--- config.mk ---
export PLATFORM = sky130hd
export DESIGN_NAME = mem_arbiter
export DESIGN_NICKNAME = d
export VERILOG_FILES = /design/src/rtl/mem_arbiter.sv
export SDC_FILE = /design/constraint.sdc
export NUM_CORES = 1
export LEC_CHECK = 0
export ABC_AREA = 1
export CELL_PAD_IN_SITES_DETAIL_PLACEMENT = 0
export CELL_PAD_IN_SITES_GLOBAL_PLACEMENT = 1
export CORE_ASPECT_RATIO = 2
export CORE_UTILIZATION = 28
export CTS_CLUSTER_SIZE = 24
export DETAILED_ROUTE_END_ITERATION = 8
export GPL_ROUTABILITY_DRIVEN = 0
export PLACE_DENSITY = 0.88
export SYNTH_ARGS = -nofsm -noshare
export SYNTH_HDL_FRONTEND = slang
export SYNTH_SLANG_ARGS = --single-unit
--- constraint.sdc ---
create_clock -name clk -period 1.64 [get_ports clk]
set_input_delay 0.246 -clock clk [delete_from_list [all_inputs] [get_ports clk]]
set_output_delay 0.246 -clock clk [all_outputs]
set_load 0.01 [all_outputs]
--- src/rtl/mem_arbiter.sv ---
// mem_arbiter: shares the single MemoryUnit access port between the CPU data
// port (p0), the CPU instruction-fetch port (p1) and the DMA/boot-copy
// engine (p2). One request is latched at a time. The arbiter drives the
// MemoryUnit start/busy handshake and returns the read word with a one-cycle
// ack to the winning port.
//
// Build option: define MEM_ARB_RR_EN for round-robin arbitration. Without it,
// fixed priority p0 > p1 > p2 is used.
//
// Ports:
//   clk, reset                  clock (posedge) and async active-low reset
//   pN_req/addr/data/we (N=0..2) request level plus payload, sampled on grant
//   pN_ack, pN_q                one-cycle completion pulse and held read data
//   mem_addr/data/we/start      request side of the MemoryUnit port
//   mem_busy, mem_q, mem_initDone  MemoryUnit status and read data
//   active                      high whenever the arbiter is not idle
//   grant_id                    port currently or last served
module mem_arbiter (
    input  logic        clk,
    input  logic        reset,
    input  logic        p0_req,
    input  logic [26:0] p0_addr,
    input  logic [31:0] p0_data,
    input  logic        p0_we,
    output logic        p0_ack,
    output logic [31:0] p0_q,
    input  logic        p1_req,
    input  logic [26:0] p1_addr,
    input  logic [31:0] p1_data,
    input  logic        p1_we,
    output logic        p1_ack,
    output logic [31:0] p1_q,
    input  logic        p2_req,
    input  logic [26:0] p2_addr,
    input  logic [31:0] p2_data,
    input  logic        p2_we,
    output logic        p2_ack,
    output logic [31:0] p2_q,
    output logic [26:0] mem_addr,
    output logic [31:0] mem_data,
    output logic        mem_we,
    output logic        mem_start,
    input  logic        mem_busy,
    input  logic [31:0] mem_q,
    input  logic        mem_initDone,
    output logic        active,
    output logic [1:0]  grant_id
);

    localparam int unsigned AW = 27;
    localparam int unsigned DW = 32;
    localparam int unsigned NP = 3;

    typedef enum logic [1:0] {
        ST_IDLE  = 2'd0,
        ST_ISSUE = 2'd1,
        ST_WAIT  = 2'd2,
        ST_ACK   = 2'd3
    } state_t;

    state_t               state_q, state_d;
    logic [NP-1:0]        req;
    logic                 win_valid;
    logic [1:0]           win_id;
    logic                 grant;
    logic [AW-1:0]        sel_addr;
    logic [DW-1:0]        sel_data;
    logic                 sel_we;
    logic [AW-1:0]        addr_d;
    logic [DW-1:0]        data_d;
    logic                 we_d;
    logic                 start_d;
    logic [1:0]           gid_d;
    logic [NP-1:0]        ack_q, ack_d;
    logic [NP-1:0][DW-1:0] q_q, q_d;

    assign req = {p2_req, p1_req, p0_req};

`ifdef MEM_ARB_RR_EN
    logic [1:0] rr_ptr;
    logic [1:0] rr_idx;

    // Round-robin: search starts at the port after the last granted one.
    always_comb begin
        win_valid = 1'b0;
        win_id    = 2'd0;
        rr_idx    = rr_ptr;
        for (int k = 0; k < 3; k++) begin
            rr_idx = (rr_idx == 2'd2) ? 2'd0 : rr_idx + 2'd1;
            if (!win_valid && req[rr_idx]) begin
                win_valid = 1'b1;
                win_id    = rr_idx;
            end
        end
    end

    // Pointer follows the granted port.
    always_ff @(posedge clk or negedge reset) begin
        if (!reset) begin
            rr_ptr <= 2'd2;
        end else if (grant) begin
            rr_ptr <= win_id;
        end
    end
`else
    // Fixed priority: p0 > p1 > p2.
    always_comb begin
        win_valid = |req;
        win_id    = 2'd2;
        if (req[0]) begin
            win_id = 2'd0;
        end else if (req[1]) begin
            win_id = 2'd1;
        end
    end
`endif

    // Stale busy (e.g. after a reset mid-access) blocks new grants.
    assign grant = (state_q == ST_IDLE) && mem_initDone && !mem_busy && win_valid;

    // Winner payload mux.
    always_comb begin
        case (win_id)
            2'd0: begin
                sel_addr = p0_addr;
                sel_data = p0_data;
                sel_we   = p0_we;
            end
            2'd1: begin
                sel_addr = p1_addr;
                sel_data = p1_data;
                sel_we   = p1_we;
            end
            default: begin
                sel_addr = p2_addr;
                sel_data = p2_data;
                sel_we   = p2_we;
            end
        endcase
    end

    // Next-state and next-output logic.
    always_comb begin
        state_d = state_q;
        addr_d  = mem_addr;
        data_d  = mem_data;
        we_d    = mem_we;
        start_d = mem_start;
        gid_d   = grant_id;
        ack_d   = '0;
        q_d     = q_q;
        case (state_q)
            ST_IDLE: begin
                if (grant) begin
                    addr_d  = sel_addr;
                    data_d  = sel_data;
                    we_d    = sel_we;
                    start_d = 1'b1;
                    gid_d   = win_id;
                    state_d = ST_ISSUE;
                end
            end
            ST_ISSUE: begin
                if (mem_busy) begin
                    state_d = ST_WAIT;
                end
            end
            ST_WAIT: begin
                // start drops on the same edge that sees busy low, so the
                // MemoryUnit cannot re-trigger on the following negedge.
                if (!mem_busy) begin
                    start_d         = 1'b0;
                    we_d            = 1'b0;
                    addr_d          = '0;
                    data_d          = '0;
                    ack_d[grant_id] = 1'b1;
                    q_d[grant_id]   = mem_q;
                    state_d         = ST_ACK;
                end
            end
            ST_ACK: begin
                state_d = ST_IDLE;
            end
            default: begin
                state_d = ST_IDLE;
            end
        endcase
    end

    // State and registered outputs.
    always_ff @(posedge clk or negedge reset) begin
        if (!reset) begin
            state_q   <= ST_IDLE;
            mem_addr  <= '0;
            mem_data  <= '0;
            mem_we    <= 1'b0;
            mem_start <= 1'b0;
            grant_id  <= 2'd2;
            active    <= 1'b0;
            ack_q     <= '0;
            q_q       <= '0;
        end else begin
            state_q   <= state_d;
            mem_addr  <= addr_d;
            mem_data  <= data_d;
            mem_we    <= we_d;
            mem_start <= start_d;
            grant_id  <= gid_d;
            active    <= (state_d != ST_IDLE);
            ack_q     <= ack_d;
            q_q       <= q_d;
        end
    end

    assign p0_ack = ack_q[0];
    assign p1_ack = ack_q[1];
    assign p2_ack = ack_q[2];
    assign p0_q   = q_q[0];
    assign p1_q   = q_q[1];
    assign p2_q   = q_q[2];

endmodule
Word-level counts from Yosys, hierarchy flattened
Cells that the tools add are included.
W data, S select, Z words.
- logic and storage cells: 60
- bits of input ports: 219
- bits in registers: 165
- output and inout port bits: 163
- equal/unequal tests: 6
- magnitude comparators: 2
- multiplexer cells: 27
- reduce and logical (&&, ||, !) cells: 13
- bitwise gates (word level): 1
- operator list (operator ; count):
    $pmux W32 S2 ; 2
    $pmux W27 S2 ; 2
    $bwmux W96 ; 1
    $mux W32 ; 3
    $demux W32 S2 ; 1
    $mux W27 ; 2
    $mux W2 ; 5
    $pmux W2 S4 ; 1
    $mux W3 ; 2
    $pmux W1 S2 ; 3
    $eq A2 B1 Y1 const B ; 2
    $eq A2 B2 Y1 const B ; 2
    $logic_and A1 B1 Y1 ; 4
    $logic_not A2 Y1 ; 2
    $mux W1 ; 4
    $ne A2 B2 Y1 const B ; 2
    $reduce_and A2 Y1 ; 2
    $reduce_bool A2 Y1 ; 2
    $lt A2 B3 Y1 const B ; 1
    $reduce_and A3 Y1 ; 1
    $reduce_or A3 Y1 ; 1
    $demux W1 S2 ; 1
    $ge A2 B1 Y1 const B ; 1
    $logic_not A1 Y1 ; 1
    $not A1 Y1 ; 1

Longest topological paths before layout
Gate-level depths: netlist of the first run.
- depth in word-level cells: 7
- depth in mapped cells: 8
- gate-level depth less buffers: 7

Least setup slack after synthesis of the first run
No wires, ideal clock.
- kind: reg2reg
- start point: register grant_id[1]
- end point: register q_q, in the netlist p2_q[4]
- buffers on the path: 2
- arrival time: 1202 ps
- clock period less this slack: 1324 ps
- library setup time: 122 ps
- path slack: 316 ps
- data required time: 1518 ps
- cell stages (with the launch flop): 8
- cell sequence: dfstp_2 > inv_1 > nor2_1 > nand2_1 > buf_2 > buf_2 > nand2_1 > o21ai_1
- word-level cells in the longest chain between the ends: 5
- elaborated cells on any way between the ends: 6
- those cells by class: 2 x order compare; 3 x mux; 1 x reduce/logical
- ends and longest elaborated chain (element ; line ; RTL):
    start: declaration ; 47 ; output logic [1:0] grant_id
    start signal: assignment ; 208 ; grant_id <= gid_d;
    $lt A2 B3 Y1 (implied by the code) or $ge A2 B1 Y1 (tied branches) ; 177 ; q_d[grant_id] = mem_q;
    $logic_and A1 B1 Y1 (implied by the code) ; 177 ;
    $mux W32 (implied by the code) ; 177 ;
    $demux W32 S2 * ; 177 ;
    $bwmux W96 * ; 177 ;
    end signal: assignment ; 211 ; q_q <= q_d;
    end: declaration ; 75 ; logic [NP-1:0][DW-1:0] q_q, q_d;
Mark *: on every way between the ends. The rest lies on a longest branch, timed or not.
A chain may end at the register's enable or synchronous reset.

Final worst setup path of the first run
- start point: register q_q, in the netlist p0_q[14]
- end point: output p0_q[14]
- RTL lines (element ; line ; RTL):
    end: declaration ; 26 ; output logic [31:0] p0_q,
No word-level cell between the ends.

==> results of run 1 <==
## power by group
part           switching (mW)  total (mW)  internal (mW)
combinational            3.88        8.10           4.21
sequential               1.05        7.03           5.98
clock                    1.64        4.01           2.37
total                    6.57        19.1           12.6
## timing repair
action | CTS | global route
endpoints found under the setup margin | 42 | 70
hold buffers | 1 | 0
endpoints found under the hold margin | 40 | 0
gates resized for setup | 42 | 70
## sequential cells by signal, indices dropped and copies added (netlist names), 2 cells and up
signal and cells:
p2_q 32, mem_data 32, state_q 2, mem_addr 27
ack_q 3, p0_q 32, grant_id 2, p1_q 32
## metrics by stage
stage / hold WS, ps / util / setup WS (ps)
4_1_cts: 257 / 0.470 / 0.102
3_5_place_dp: 156 / 0.449 / -73.2
2_1_floorplan: -49.6 / - / 316
5_1_grt: 274 / 0.477 / 0.0244
6_report: 263 / 0.477 / 35.6
3_3_place_gp: 159 / 0.449 / -67.4
## cell families after synthesis
family	count (synthesis)	synth area share
AO/OA/AOI/OAI	99	0.0697
AND/OR/NAND/NOR	538	0.300
flip-flops	165	0.555
buffers and inverters	102	0.0750
## per-layer routing
metal	share of wire	wire (µm)	vias to the layer above	track usage
met4	0.033	863	2	0.0938
met1	0.35	9120	3354	0.195
met2	0.56	14400	299	0.364
li1	-	-	3647	-
met5	0.00046	12	-	0
met3	0.055	1430	45	0.0466
## synthesized netlist by cell type (all sizes together)
| cell type | count |
|---|---|
| buf | 46 |
| nand2 | 397 |
| dfrtp | 164 |
| nor3 | 1 |
| inv | 43 |
| clkbuf | 13 |
| nor2 | 5 |
| nand3 | 135 |
| o21ai | 97 |
| a21oi | 2 |
| dfstp | 1 |
## cell type report
type / instances / area, µm²
Fill cell: 2482 / 13700
Timing Repair Buffer: 417 / 4390
Sequential cell: 165 / 4130
Multi-Input combinational cell: 637 / 2760
Clock buffer: 22 / 474
Tap cell: 344 / 430
Inverter: 43 / 161
Clock inverter: 10 / 120
Antenna cell: 1 / 2.50
## path summary, 6_finish.rpt
check | cells after the start | startpoint | endpoint
worst max-delay path | 1 | p0_q[14]$_DFFE_PN0P_ | p0_q[14]
worst min-delay path | 2 | reset | p1_q[14]$_DFFE_PN0P_
worst max register to register | 6 | state_q[0]$_DFF_PN0_ | p1_q[24]$_DFFE_PN0P_
worst min register to register | 2 | mem_start$_DFFE_PN0P_ | mem_start$_DFFE_PN0P_
max in group asynchronous | 3 | reset | grant_id[1]$_DFFE_PN1P_
min in group clk | 3 | p1_data[2] | mem_data[2]$_DFFE_PN0P_
==> metrics.txt, run 1 <==
crit start category=flop; DP HPWL=19,900 µm; Vias=7,347; die width=117 µm; num ports=382; Worst-Skew Late Latency=440 ps; critical path cell sequence=clkdlybuf4s50_1; synth top area cells=dfrtp_1, nand2_1, nand3_1; Final Critical Period=1600 ps; fin. max-slew vios=0; Total Power=19.1 mW; critical path capture point type=primary output; Syn Inst Count=904; Least-Margin Pin Slew=331 ps; Iter 0 DRT Violations=371; final hold vios=0; mapped cell area=0.00744 mm²; first-pass GRT wire length=39,100 µm; post-route ant nets=0; GRT overflow=0; Peak VDD IR=0.000662 V; Routed WL per cell=15.8 µm; vias in the first global route=7,289; WP buf/inv=1; CP top delay family=buffers and inverters; fin nets=1,500; R2R Setup Slk=290 ps; Residual DRC=6; top cell type's share of synthesized area=0.552; CP Data Required Time=1390 ps; Syn. warnings=0; clock sinks=165; Seq/Total Area, Yosys=0.555; CTS tree=built; critical path fanouts, max=2; failing checks=design-rule violations; syn_nets=1,123; Setup Buffers After CTS=0; Die H=232 µm; drt pass-1 iters=7; Max stage delay on crit path=550 ps; die area=0.0273 mm²; Synth cell types=22; Yosys top cell by area=dfrtp_1; f_max=623 MHz; Yosys reg bits=165; GRT Overall Usage=0.195; pwr dens=1530 mW/mm²; PortBufs=381; WP data arrival=1360 ps; CP max-delay cell=clkdlybuf4s50_1; Placed Instances=1,605; Final Skew=6.29 ps; CTS root buffer=clkbuf_16; Mean Syn Cell Area=8.23 µm²; CTS H-tree lvls=4; post-route cell area=0.0125 mm²; Worst-path clk slew=70 ps; layout cells sized above 1=0.0665; initial antenna violation count=1; final WL=25,900 µm; run status=finished with violations; Vias/cell=4.48; starting density of the core=0.284; TritonCTS Buffers=17; min-delay worst type=in -> async; Max Cap Violations=0; buffer levels on the longest clock path=2; final setup violating endpoints=0; Layout Cells excl Fill=1,639; Placed Area=0.0117 mm²; Crit Path Category=reg -> out; final setup TNS=0 ps; Area Growth Syn to Fin=67.7%; total core area=0.0262 mm²; headroom to the max-slew limit=0.780; pin count of the biggest net entering global routing=66; Leakage=6.91 nW; final worst path period share=0.978; Rows=84; most frequent cells in the layout=nand2_1, clkdlybuf4s50_1, dfrtp_1, nand3_1, dlymetal6s2s_1; setup repair after global routing missed its margin=false; most common cell after layout, fill and taps aside=nand2_1
(Power assumes the default switching activity.)
==> run 2: changes to the inputs <==
--- a/config.mk
+++ b/config.mk
@@ -10,7 +10,6 @@
 export CELL_PAD_IN_SITES_GLOBAL_PLACEMENT = 1
 export CORE_ASPECT_RATIO = 2
 export CORE_UTILIZATION = 28
-export CTS_CLUSTER_SIZE = 24
 export DETAILED_ROUTE_END_ITERATION = 8
 export GPL_ROUTABILITY_DRIVEN = 0
 export PLACE_DENSITY = 0.88
==> results of run 2 <==
The final DEF is identical to that of run 1; final timing and power are the same.
